`config.mk`:
```
export PLATFORM = sky130hd
export DESIGN_NAME = mem_wb_stage
export DESIGN_NICKNAME = d
export VERILOG_FILES = /design/src/rtl/mem_wb_pkg.sv /design/src/rtl/mem_wb_stage_pipe_skid_buffer.sv /design/src/rtl/mem_wb_stage.sv
export SDC_FILE = /design/constraint.sdc
export NUM_CORES = 1
export LEC_CHECK = 0
export BUFFER_PORTS_ARGS = -buffer_cell sky130_fd_sc_hd__buf_2
export CAP_MARGIN = 20
export CORE_MARGIN = 5
export CORE_UTILIZATION = 49
export CTS_BUF_LIST = sky130_fd_sc_hd__clkbuf_2 sky130_fd_sc_hd__clkbuf_4 sky130_fd_sc_hd__clkbuf_8
export CTS_CLUSTER_DIAMETER = 50
export CTS_CLUSTER_SIZE = 20
export DETAILED_ROUTE_END_ITERATION = 8
export HOLD_SLACK_MARGIN = 0.1
export PLACE_DENSITY = 0.83
export RECOVER_POWER = 100
export SYNTH_ARGS = -nofsm -noshare
export SYNTH_HDL_FRONTEND = slang
export SYNTH_SLANG_ARGS = --single-unit
```
`constraint.sdc`:
```
create_clock -name clk -period 1.7 [get_ports clk]
set_clock_uncertainty 0.05 [all_clocks]
set_input_delay 0.085 -clock clk [delete_from_list [all_inputs] [get_ports clk]]
set_output_delay 0.085 -clock clk [all_outputs]
set_load 0.01 [all_outputs]
```
`src/rtl/mem_wb_pkg.sv`:
```
// mem_wb_pkg: shared types for the MEM/WB pipeline stage.
//   - wb_sel_e         : write-back source select (mem_to_reg)
//   - MEM_WB_NBITS     : default datapath width
//   - MEM_WB_REG_ADDR_W: default register-file address width
//   - mem_wb_payload_t : MEM/WB payload at the default widths, for stages that
//                        exchange the payload as a single packed value
package mem_wb_pkg;

  localparam int unsigned MEM_WB_NBITS      = 32;
  localparam int unsigned MEM_WB_REG_ADDR_W = 5;

  // WB_RSVD is decoded like WB_ALU.
  typedef enum logic [1:0] {
    WB_ALU  = 2'd0,
    WB_MEM  = 2'd1,
    WB_PC4  = 2'd2,
    WB_RSVD = 2'd3
  } wb_sel_e;

  typedef struct packed {
    logic [MEM_WB_NBITS-1:0]      pc_4;
    logic [MEM_WB_NBITS-1:0]      alu_result;
    logic [MEM_WB_NBITS-1:0]      read_data;
    logic [MEM_WB_REG_ADDR_W-1:0] write_register;
    logic                         reg_write;
    wb_sel_e                      mem_to_reg;
  } mem_wb_payload_t;

endpackage

```
`src/rtl/mem_wb_stage_pipe_skid_buffer.sv`:
```
// pipe_skid_buffer: generic ready/valid pipeline register of W bits.
// Build option MEM_WB_SKID_EN adds a second (skid) entry so that in_ready is
// a flop with no combinational path from out_ready.
// Ports:
//   clk, reset (sync, active-high), flush (sync squash of held entries)
//   in_valid/in_ready/in_data   : upstream handshake and payload
//   out_valid/out_ready/out_data: downstream handshake and payload (from M)
//
// state    | meaning
// ---------+------------------------------------------------
// ST_EMPTY | M and S empty
// ST_ONE   | M holds the output payload, S empty
// ST_FULL  | M and S both full, in_ready low (skid build only)
module pipe_skid_buffer #(
  parameter int unsigned W = 8
) (
  input  logic         clk,
  input  logic         reset,
  input  logic         flush,
  input  logic         in_valid,
  output logic         in_ready,
  input  logic [W-1:0] in_data,
  output logic         out_valid,
  input  logic         out_ready,
  output logic [W-1:0] out_data
);

`ifdef MEM_WB_SKID_EN
  typedef enum logic [1:0] {ST_EMPTY = 2'd0, ST_ONE = 2'd1, ST_FULL = 2'd2} state_e;
`else
  typedef enum logic {ST_EMPTY = 1'b0, ST_ONE = 1'b1} state_e;
`endif

  state_e       state_q, state_d;
  logic [W-1:0] m_q, m_d;
  logic         accept;
  logic         drain;

  assign accept    = in_valid && in_ready;
  assign drain     = out_valid && out_ready;
  assign out_valid = (state_q != ST_EMPTY);
  assign out_data  = m_q;

`ifdef MEM_WB_SKID_EN
  logic [W-1:0] s_q, s_d;
  logic         ready_q;

  assign in_ready = ready_q;

  always_comb begin
    state_d = state_q;
    m_d     = m_q;
    s_d     = s_q;
    case (state_q)
      ST_EMPTY: begin
        if (accept) begin
          m_d     = in_data;
          state_d = ST_ONE;
        end
      end
      ST_ONE: begin
        if (accept && drain) begin
          m_d = in_data;
        end else if (accept) begin
          s_d     = in_data;
          state_d = ST_FULL;
        end else if (drain) begin
          state_d = ST_EMPTY;
        end
      end
      ST_FULL: begin
        if (drain) begin
          m_d     = s_q;
          state_d = ST_ONE;
        end
      end
      default: state_d = ST_EMPTY;
    endcase
    // Squash drops the incoming beat too; stale payload bits are harmless
    // because out_valid is low.
    if (flush) begin
      state_d = ST_EMPTY;
      m_d     = m_q;
      s_d     = s_q;
    end
  end

  always_ff @(posedge clk) begin
    if (reset) begin
      state_q <= ST_EMPTY;
      m_q     <= '0;
      s_q     <= '0;
      ready_q <= 1'b1;
    end else begin
      state_q <= state_d;
      m_q     <= m_d;
      s_q     <= s_d;
      ready_q <= (state_d != ST_FULL);
    end
  end
`else
  // With one entry, a full M can only reload when it drains in the same cycle.
  assign in_ready = out_ready || !out_valid;

  always_comb begin
    state_d = state_q;
    m_d     = m_q;
    if (accept) begin
      m_d     = in_data;
      state_d = ST_ONE;
    end else if (drain) begin
      state_d = ST_EMPTY;
    end
    if (flush) begin
      state_d = ST_EMPTY;
      m_d     = m_q;
    end
  end

  always_ff @(posedge clk) begin
    if (reset) begin
      state_q <= ST_EMPTY;
      m_q     <= '0;
    end else begin
      state_q <= state_d;
      m_q     <= m_d;
    end
  end
`endif

endmodule

```
`src/rtl/mem_wb_stage.sv`:
```
// mem_wb_stage: MEM/WB pipeline register with ready/valid handshake,
// synchronous flush, write-back data mux and EX-stage forwarding port.
// Build option: MEM_WB_SKID_EN selects the two-entry skid buffer (registered
// in_ready); without it a single register with combinational in_ready is used.
// Ports:
//   clk, reset (sync, active-high), flush (sync squash)
//   in_*  : MEM-stage payload and in_valid/in_ready handshake
//   out_* : held payload and out_valid/out_ready handshake
//   wb_data                        : selected write-back value
//   fwd_valid/fwd_register/fwd_data: bypass source for the EX stage
module mem_wb_stage
  import mem_wb_pkg::*;
#(
  parameter int unsigned NBITS      = MEM_WB_NBITS,
  parameter int unsigned REG_ADDR_W = MEM_WB_REG_ADDR_W
) (
  input  logic                  clk,
  input  logic                  reset,
  input  logic                  flush,
  input  logic                  in_valid,
  output logic                  in_ready,
  input  logic [NBITS-1:0]      in_pc_4,
  input  logic [NBITS-1:0]      in_alu_result,
  input  logic [NBITS-1:0]      in_read_data,
  input  logic [REG_ADDR_W-1:0] in_write_register,
  input  logic                  in_reg_write,
  input  logic [1:0]            in_mem_to_reg,
  output logic                  out_valid,
  input  logic                  out_ready,
  output logic [NBITS-1:0]      out_pc_4,
  output logic [NBITS-1:0]      out_alu_result,
  output logic [NBITS-1:0]      out_read_data,
  output logic [REG_ADDR_W-1:0] out_write_register,
  output logic                  out_reg_write,
  output logic [1:0]            out_mem_to_reg,
  output logic [NBITS-1:0]      wb_data,
  output logic                  fwd_valid,
  output logic [REG_ADDR_W-1:0] fwd_register,
  output logic [NBITS-1:0]      fwd_data
);

  // Same layout as mem_wb_payload_t, but sized by this instance's parameters.
  typedef struct packed {
    logic [NBITS-1:0]      pc_4;
    logic [NBITS-1:0]      alu_result;
    logic [NBITS-1:0]      read_data;
    logic [REG_ADDR_W-1:0] write_register;
    logic                  reg_write;
    wb_sel_e               mem_to_reg;
  } payload_t;

  payload_t in_pl;
  payload_t out_pl;

  assign in_pl = '{
    pc_4:           in_pc_4,
    alu_result:     in_alu_result,
    read_data:      in_read_data,
    write_register: in_write_register,
    reg_write:      in_reg_write,
    mem_to_reg:     wb_sel_e'(in_mem_to_reg)
  };

  pipe_skid_buffer #(
    .W($bits(payload_t))
  ) u_buf (
    .clk      (clk),
    .reset    (reset),
    .flush    (flush),
    .in_valid (in_valid),
    .in_ready (in_ready),
    .in_data  (in_pl),
    .out_valid(out_valid),
    .out_ready(out_ready),
    .out_data (out_pl)
  );

  assign out_pc_4           = out_pl.pc_4;
  assign out_alu_result     = out_pl.alu_result;
  assign out_read_data      = out_pl.read_data;
  assign out_write_register = out_pl.write_register;
  assign out_mem_to_reg     = out_pl.mem_to_reg;
  // A flushed entry may leave reg_write set in M; never expose it as a write.
  assign out_reg_write      = out_pl.reg_write && out_valid;

  always_comb begin
    wb_data = out_pl.alu_result;
    case (out_pl.mem_to_reg)
      WB_MEM:  wb_data = out_pl.read_data;
      WB_PC4:  wb_data = out_pl.pc_4;
      default: wb_data = out_pl.alu_result;
    endcase
  end

  // x0 is hard-wired zero, so writes to it must never be bypassed.
  assign fwd_valid    = out_reg_write && (out_pl.write_register != '0);
  assign fwd_register = out_pl.write_register;
  assign fwd_data     = wb_data;

endmodule

```
**Word-level counts from Yosys, hierarchy flattened**

Index checks and enable logic that the tools add are counted.

- Register bits: 105
- Logic and storage cells: 18
- Output and inout bits: 176

- Bitwise logic cells: 1
- Equal/unequal tests: 2
- Reduce and logical (&&, ||, !) cells: 10
- Muxes and demuxes: 3

Operators by type and width:

| cell | number |
|---|---|
| 32-bit one-hot mux with 2 select lines | 1 |
| 5-bit nonzero test | 1 |
| 1-bit logical AND | 4 |
| 2-bit by 1-bit equality test with 1-bit output, second input constant | 1 |
| 2-bit equality test, second input constant | 1 |
| 1-bit 2-to-1 mux | 2 |
| 2-bit AND reduction | 1 |
| 2-bit nonzero test | 1 |
| 2-bit OR reduction | 1 |
| 1-bit logical NOT | 1 |
| 1-bit logical OR | 1 |
| 1-bit inverter | 1 |

**Longest topological paths before layout**

Gate-level depths: netlist of the first run.

- Depth in word-level cells: 4
- Mapped depth: 7
- Gate-level depth less buffers: 4

**Hierarchy**

A second synthesis of the first run with hierarchy kept.

- Cells, all modules: 610
- Area total of the unflattened synthesis: 5625.4 um^2

By module, submodules not included:

| module | area an instance (um^2) | cells each | instances | sequential area each (um^2) |
|---|---|---|---|---|
| pipe_skid_buffer | 4714.5 | 457 | 1 | 2102.0 |
| mem_wb_stage | 910.9 | 153 | 1 | 0.0 |

**Least setup slack after synthesis of the first run**

OpenSTA, ideal clock, no wires.

- Kind: register to output
- Start point: reg u_buf.m_q[0] (netlist: u_buf.out_data[0])
- End point: out wb_data[0]
- Path slack: -0.033 ns
- Data arrival time: 1.598 ns
- Stages on the path, launching flop included: 8
- Path buffers: 3
- Cell sequence: dfxtp_1 -> inv_1 -> ha_1 -> clkbuf_1 -> clkbuf_1 -> nand2_1 -> o21ai_0 -> buf_4

- Word-level cells in the longest chain between the ends: 2
- Elaborated cells between the ends (all ways): 3
- Those cells by class: eq/ne (2); mux (1)

Ends and longest elaborated chain:

| item | line | text |
|---|---|---|
| from (decl) | mem_wb_stage_pipe_skid_buffer.sv:35 | `logic [W-1:0] m_q, m_d;` |
| from (signal assigned) | mem_wb_stage_pipe_skid_buffer.sv:126 | `m_q <= m_d;` |
| 2-bit equality test or 2-bit by 1-bit equality test with 1-bit output (tied branches) | mem_wb_stage.sv:88 | `case (out_pl.mem_to_reg)` |
| 32-bit one-hot mux with 2 select lines * | mem_wb_stage.sv:88 |  |
| to (decl) | mem_wb_stage.sv:36 | `output logic [NBITS-1:0] wb_data,` |

Mark *: on every way between the ends. The rest lies on a longest branch, timed or not.

**Worst setup path in the final report of the first run**

- Start point: reg u_buf.m_q[0] (netlist: u_buf.out_data[0])
- End point: out fwd_data[20]

- Word-level cells in the longest chain between the ends: 2
- Elaborated cells between the ends (all ways): 3
- Those cells by class: eq/ne (2); mux (1)

Ends and longest elaborated chain:

| item | line | text |
|---|---|---|
| 2-bit equality test or 2-bit by 1-bit equality test with 1-bit output (tied branches) | mem_wb_stage.sv:88 |  |
| 32-bit one-hot mux with 2 select lines * | mem_wb_stage.sv:88 |  |
| to (decl) | mem_wb_stage.sv:39 | `output logic [NBITS-1:0] fwd_data` |

Marks and branches as above.

==> impl_results.md, run 1 <==
* 1st-iter DRT viols at 373
* CP arrival at 1650 ps
* Peak Freq at 560 MHz
* Final setup viols at 64
* Die height at 124 um
* DRT Wirelength at 20.7 mm
* Initial DRT Pass Iterations at 4
* RSZ-0062 raised after global routing: yes
* Multiplexer share of the synthesized area at 16.3%
* Nature of the critical path startpoint: flip-flop
* Largest net degree at the start of global routing at 76
* Boundary Pins at 285
* FP Rows at 41
* Post-layout util at 68.9%
* Synth Instances at 713
* Share of cells above drive strength 1 at 29.7%
* Final Max Tran Viols at 0
* Final period utilization at 105%
* Gr usage total at 25.0%
* Antenna violations before repair at 0
* Met1 Track Usage GR at 26.9%
* CP max FO at 19
* Num CTS Buffers at 9
* M3 GR Usage at 7.04%
* Clock root buffer: clkbuf_8
* LEAKAGE at 0.00356 uW
* Hold slack at 232 ps
* Filler Cell Count at 977
* Simple-gate area share of the yosys netlist at 23.0%
* Post-Synth Adder-Cell Area at 0.392%
* P per Cell Area at 663 mW/mm2
* RR Startpoint: u_buf.out_valid
* Worst setup path class: reg -> out
* Worst R2R End: u_buf.out_data[60]
* Per-cell routed wire length at 18.2 um
* Crit path required time at 1560 ps
* Die X at 124 um
* H-tree Lvls at 3
* XOR/XNOR Fraction of Synth Area at 0%
* Minimum clock period at 1790 ps
* Total core area at 0.0127 mm2
* CTS Buffer Depth at 2
* Area taken by multi-input logic gates at 0.00329 mm2
* Most used routing layer: met2
* Syn Nets at 824
* Worst R2R Setup Slack at 140 ps
* CTS tree: built
* Total grt overflow at 0
* Largest family of logic cells by synthesized area: simple AND/OR/NAND/NOR gates
* Worst-Margin Slew at 367 ps
* First-pass GRT wire length at 29.9 mm
* Clk slew on worst S/H paths at 100 ps
* Routed via count at 5678
* Layout area overhead at 37.2%
* Slew HR at 75.6%
* DP Wirelength at 12.0 mm
* Port-buffer cells at 284
* Final Hold Vio Count at 0
* DR DRC count at 0
* Setup ws final at -87.1 ps
* Critical Path End Type: output pin
* Warnings, synthesis at 0
* Vias in the first global route at 5732
* VDD IR max at 412 uV
* Hold endpoint: u_buf.out_data[32]
* Clk_lat worst skew at 370 ps
* Register area share after synthesis at 32.9%
* Synth Cell Area at 0.00639 mm2
* Layout net count at 1067
* Die area at 0.0154 mm2
* Pwr Total at 5810 uW
* Storage cell area at 0.00211 mm2
* Met2 Track Usage GR at 44.5%
* # clock sinks at 105
* Synth Area in Compound Gates at 6.38%
* Unique masters post-synth at 19
* Starting density of the core at 50.2%
* Failing checks: setup timing
* Flop and latch count out of synthesis at 105
* Reg2reg path depth at 5
* Mean Syn Cell Area at 8.96 um2
* WHS Path Cells at 3
* Antenna-violating nets left at 0
* DR vias/cell at 5.01
* Max Cap Viol at 0
* Hold Path Origin: reset
* Status: complete, but fails checks
* Worst Hold Class: in -> reg
* Routability Congestion at 0.791
## flip-flops by register name, summed over array words and instances (netlist names)
register / count
u_buf.out_data: 104
u_buf.out_valid: 1
## metrics by stage
step	setup TNS [ps]	instances	setup slack, ps	area [um2]
2_1_floorplan	-978	713	-32.6	6390
3_3_place_gp	0	1002	198	6960
3_5_place_dp	0	1002	148	6960
4_1_cts	-3690	1133	-77.8	8670
5_1_grt	-7720	1133	-156	8760
6_report	-2660	1134	-87.1	8760
## report_power, final
part           leakage (uW)  switching, uW  internal [uW]
sequential         0.000860            128           2590
combinational       0.00260            727            785
clock              0.000103            856            729
total               0.00356           1710           4100
## logic make-up after synthesis
kind of cell,Yosys count
simple gates,246
fa+ha+maj,2
compound gates,65
flops,105
mux,104
buf+inv,191
## critical path: stages, from the launching register on
cell and delay [ps]:
dfxtp_4 360, inv_2 40, ha_4 310, buf_12 170, nand2_1 130, o21ai_4 100
buf_4 150
## layout by cell type (no fill, tap or decap), types with 3 or more instances in the layout
cell type        n
dlygate4sd3_1  106
o21ai_2         10
a22oi_1         10
buf_2          161
buf_4           14
nand2b_1       208
dfxtp_1        103
clkbuf_1       103
a22oi_2         22
mux2i_1        104
clkbuf_8        13
o21ai_1          9
buf_6           19
nand2_1         27
o21ai_4         13
buf_16           4
nand2_2          3
buf_12          11
## Yosys cell counts
cell type,count,area (um2)
o21a_1,1,7.51
nor2_1,1,3.75
clkbuf_1,34,128
buf_8,7,105
o21ai_0,32,160
a22oi_1,32,240
or4_1,1,7.51
buf_2,2,10.0
nor3_1,1,5.00
inv_1,3,11.3
ha_1,2,25.0
nor2b_4,1,13.8
nand2_1,32,120
mux2i_1,104,1040
nand2b_1,208,1300
buf_4,145,1090
and2_1,1,6.26
dfxtp_1,105,2100
nor3b_2,1,12.5
## metal layers
metal,wire (um),part of all wire [%],up-vias
met4,640,3.1,0
li1,-,-,2668
met2,10600,51,264
met5,0,0,-
met1,7770,38,2694
met3,1660,8.0,52
## layout make-up
cell class	instances	share of cell area, %
inverters	3	0.128
flip-flops and latches	105	24.1
clock buffers	15	2.21
well taps	172	2.46
clock inverters	1	0.0857
repair buffers	420	33.5
diodes	1	0.0286
multi-input cells	417	37.6
## worst max path at each step
| stage | from | to | slack, ps | depth (start not counted) |
|---|---|---|---|---|
| after global routing | u_buf.out_data[0] | wb_data[20] | -160 | 6 |
| after detailed placement | u_buf.out_data[0] | fwd_data[2] | 150 | 6 |
| final | u_buf.out_data[0] | fwd_data[20] | -90 | 6 |
| after global placement | u_buf.out_data[0] | fwd_data[30] | 200 | 6 |
| after CTS | u_buf.out_data[0] | fwd_data[2] | -80 | 6 |
| after floorplan | u_buf.out_data[0] | wb_data[0] | -30 | 7 |
## timing repair
action,in CTS,in global routing
buffers inserted,5,0
gates resized for setup,97,46
pin swaps,21,4
endpoints found under the setup margin,65,65
cloned,5,0
hold buffers,106,0
hold endpoints to repair,105,0
(Power assumes the default switching activity.)
==> run 2: changes to the inputs <==
- ABC_AREA: not set -> 1
- CORE_MARGIN: 5 -> 10
==> run 2 against run 1 <==
Worst hold slack lost 57 ps. Critical endpoint is now fwd_data[1]. Utilization shrank 3.3 points. Critical path type unchanged. Fmax shrank 1.6%. The flow still finishes with violations (setup timing). Sequential power grew 3%. Setup slack lost 29 ps. Count of clock-buffer cells in the layout shrank 1. Synthesized area shrank 0.20%.
==> impl_results.md, run 2 <==
* Antenna violations before repair at 8
* Slew HR at 56.7%
* Per-cell routed wire length at 16.7 um
* Most frequent cells in the layout: 175 x buf_2, 138 x nand2_1, 129 x a21oi_1, 115 x nor2_1, 111 x clkbuf_1
* VDD IR max at 399 uV
* Synth Instances at 981
* FP Rows at 41
* Antenna-violating nets left at 0
* DP Wirelength at 13.8 mm
* Flop and latch count out of synthesis at 105
* Failing checks: setup timing
* Routed via count at 6999
* CP delay by family, top: buffers and inverters
* Final period utilization at 107%
* Gr usage total at 23.9%
* Clk slew on worst S/H paths at 90 ps
* CP max FO at 15
* Commonest non-fill, non-tap cell in the layout: buf_2
* Worst Hold Class: in -> reg
* Warnings, synthesis at 0
* DRT met1 WL at 8.44 mm
* Total core area at 0.0127 mm2
* Cell breakdown of the critical path: inv_2, ha_4, buf_12, a21oi_1, a21oi_2, buf_2
* Vias in the first global route at 6710
* Largest net degree at the start of global routing at 112
* Starting density of the core at 50.3%
* Initial DRT Pass Iterations at 5
* Final setup viols at 65
* Placed instance area at 0.00701 mm2
* Routability Congestion at 0.855
* Total grt overflow at 0
* Unique masters post-synth at 15
* CTS Buffer Depth at 2
* Share of the synthesized area in the top cell type at 33.0%
* Post-layout util at 65.6%
* Met3 WL at 2.38 mm
* Crit path required time at 1560 ps
* Worst setup path class: reg -> out
* LEAKAGE at 0.00406 uW
* Die X at 134 um
* Final Cell Area at 0.00831 mm2
* Highest Signal Layer: met4
* Critical Path End Type: output pin
* Synth Flop Type: dfxtp_1
* Max FFs per register at 104
* First-pass GRT wire length at 35.2 mm
* H-tree Lvls at 3
* Final Max Tran Viols at 0
* Slowest-stage cell, CP: dfxtp_2
* Yosys top cell by area: dfxtp_1
* Syn Nets at 1092
* CTS tree: built
* Placed insts at 1247
* Num CTS Buffers at 9
* Worst path max stage delay at 340 ps
* Setup ws final at -116 ps
* Synth Cell Area at 0.00638 mm2
* Layout area overhead at 30.3%
* Hold slack at 175 ps
* Asr flop ratio synth at 0%
* Fin Setup TNS at -3650 ps
* Worst-Margin Slew at 650 ps
* CP arrival at 1680 ps
* DR DRC count at 0
* Nature of the critical path startpoint: flip-flop
* Share of cells above drive strength 1 at 23.5%
* EDFF count, synth at 0
* Most frequent cell after synthesis: a21oi_1
* Metal2 WL at 11.3 mm
* Status: complete, but fails checks
* Final Hold Vio Count at 0
* RSZ-0062 raised after global routing: yes
* Clk_lat worst skew at 370 ps
* Clock root buffer: clkbuf_8
* Layout net count at 1305
* Register area share after synthesis at 33.0%
* Post-route insts no fill at 1377
* Top cells by count, synth: 169 x a21oi_1, 156 x buf_4, 139 x nand2_1, 138 x nor2_1, 110 x inv_1
* # clock sinks at 105
* Max Cap Viol at 0
* Port-buffer cells at 284
* DR vias/cell at 5.08
* Mean Syn Cell Area at 6.50 um2
* Boundary Pins at 285
* WP buf/inv at 3
* DRT Wirelength at 23.0 mm
* Die height at 134 um
* Area contributors post-synth: dfxtp_1 33%, buf_4 18%, a21oi_1 13%
* 1st-iter DRT viols at 510
* Die area at 0.0180 mm2
* Minimum clock period at 1820 ps
* Peak Freq at 551 MHz
* P per Cell Area at 771 mW/mm2
* Filler Cell Count at 1126
run 2: what timing repair did:
| item | CTS | global route |
|---|---|---|
| resized for setup | 33 | 20 |
| endpoints found under the setup margin | 64 | 65 |
| cloned | 1 | 1 |
| endpoints found under the hold margin | 105 | 0 |
| hold buffers | 106 | 0 |
| pin swaps | 1 | 0 |
| setup buffers | 0 | 0 |
run 2: worst min-delay path, cell delays in order:
cell,delay (ps)
buf_2,70
inv_1,90
nand2_8,150
a21oi_1,80
nor2_1,80
run 2: kinds of logic (layout without fill, tap and decap cells):
group	count (synthesis)	count (layout)	synth area share (%)
compound gates	170	170	13.3
fa+ha+maj	2	2	0.392
simple gates	383	383	24.7
other cells	0	8	0
buf+inv	321	537	28.6
flops	105	105	33.0
run 2: final cells by class:
type                            instances  area [um2]  area share [%]
Timing Repair Buffer                  411        2660            32.0
Tap cell                              172         215            2.59
Multi-Input combinational cell        555        2710            32.6
Clock buffer                           14         174            2.09
Antenna cell                            8        20.0           0.241
Sequential cell                       105        2100            25.3
Inverter                              112         427            5.13
run 2: worst paths after layout:
path,startpoint,endpoint,slack (ps),depth (start not counted)
setup reg to reg,u_buf.out_valid,u_buf.out_data[9],50,5
setup / recovery,u_buf.out_data[0],fwd_data[1],-120,6
hold reg to reg,u_buf.out_data[2],u_buf.out_data[2],450,2
hold / removal,out_ready,u_buf.out_data[1],180,5
run 2: per-layer routing:
layer / vias to the layer above / global-route usage (%)
li1: 3359 / -
met1: 3145 / 25.6
met2: 429 / 39.3
met3: 66 / 7.92
met4: 0 / 15.8
met5: - / 0
run 2: power breakdown:
group	total (uW)	leakage [uW]	internal, uW	switching [uW]
Sequential	2800	0.000867	2630	165
Combinational	2160	0.00310	927	1230
Clock	1460	0.0000929	649	807
Total	6410	0.00406	4210	2200
run 2: stage by stage:
stage	total power [uW]	setup slack, ps
floorplan	4250	76.5
global placement	4620	169
detailed placement	4650	178
CTS	6390	-123
global route	6750	-188
finish	6410	-116
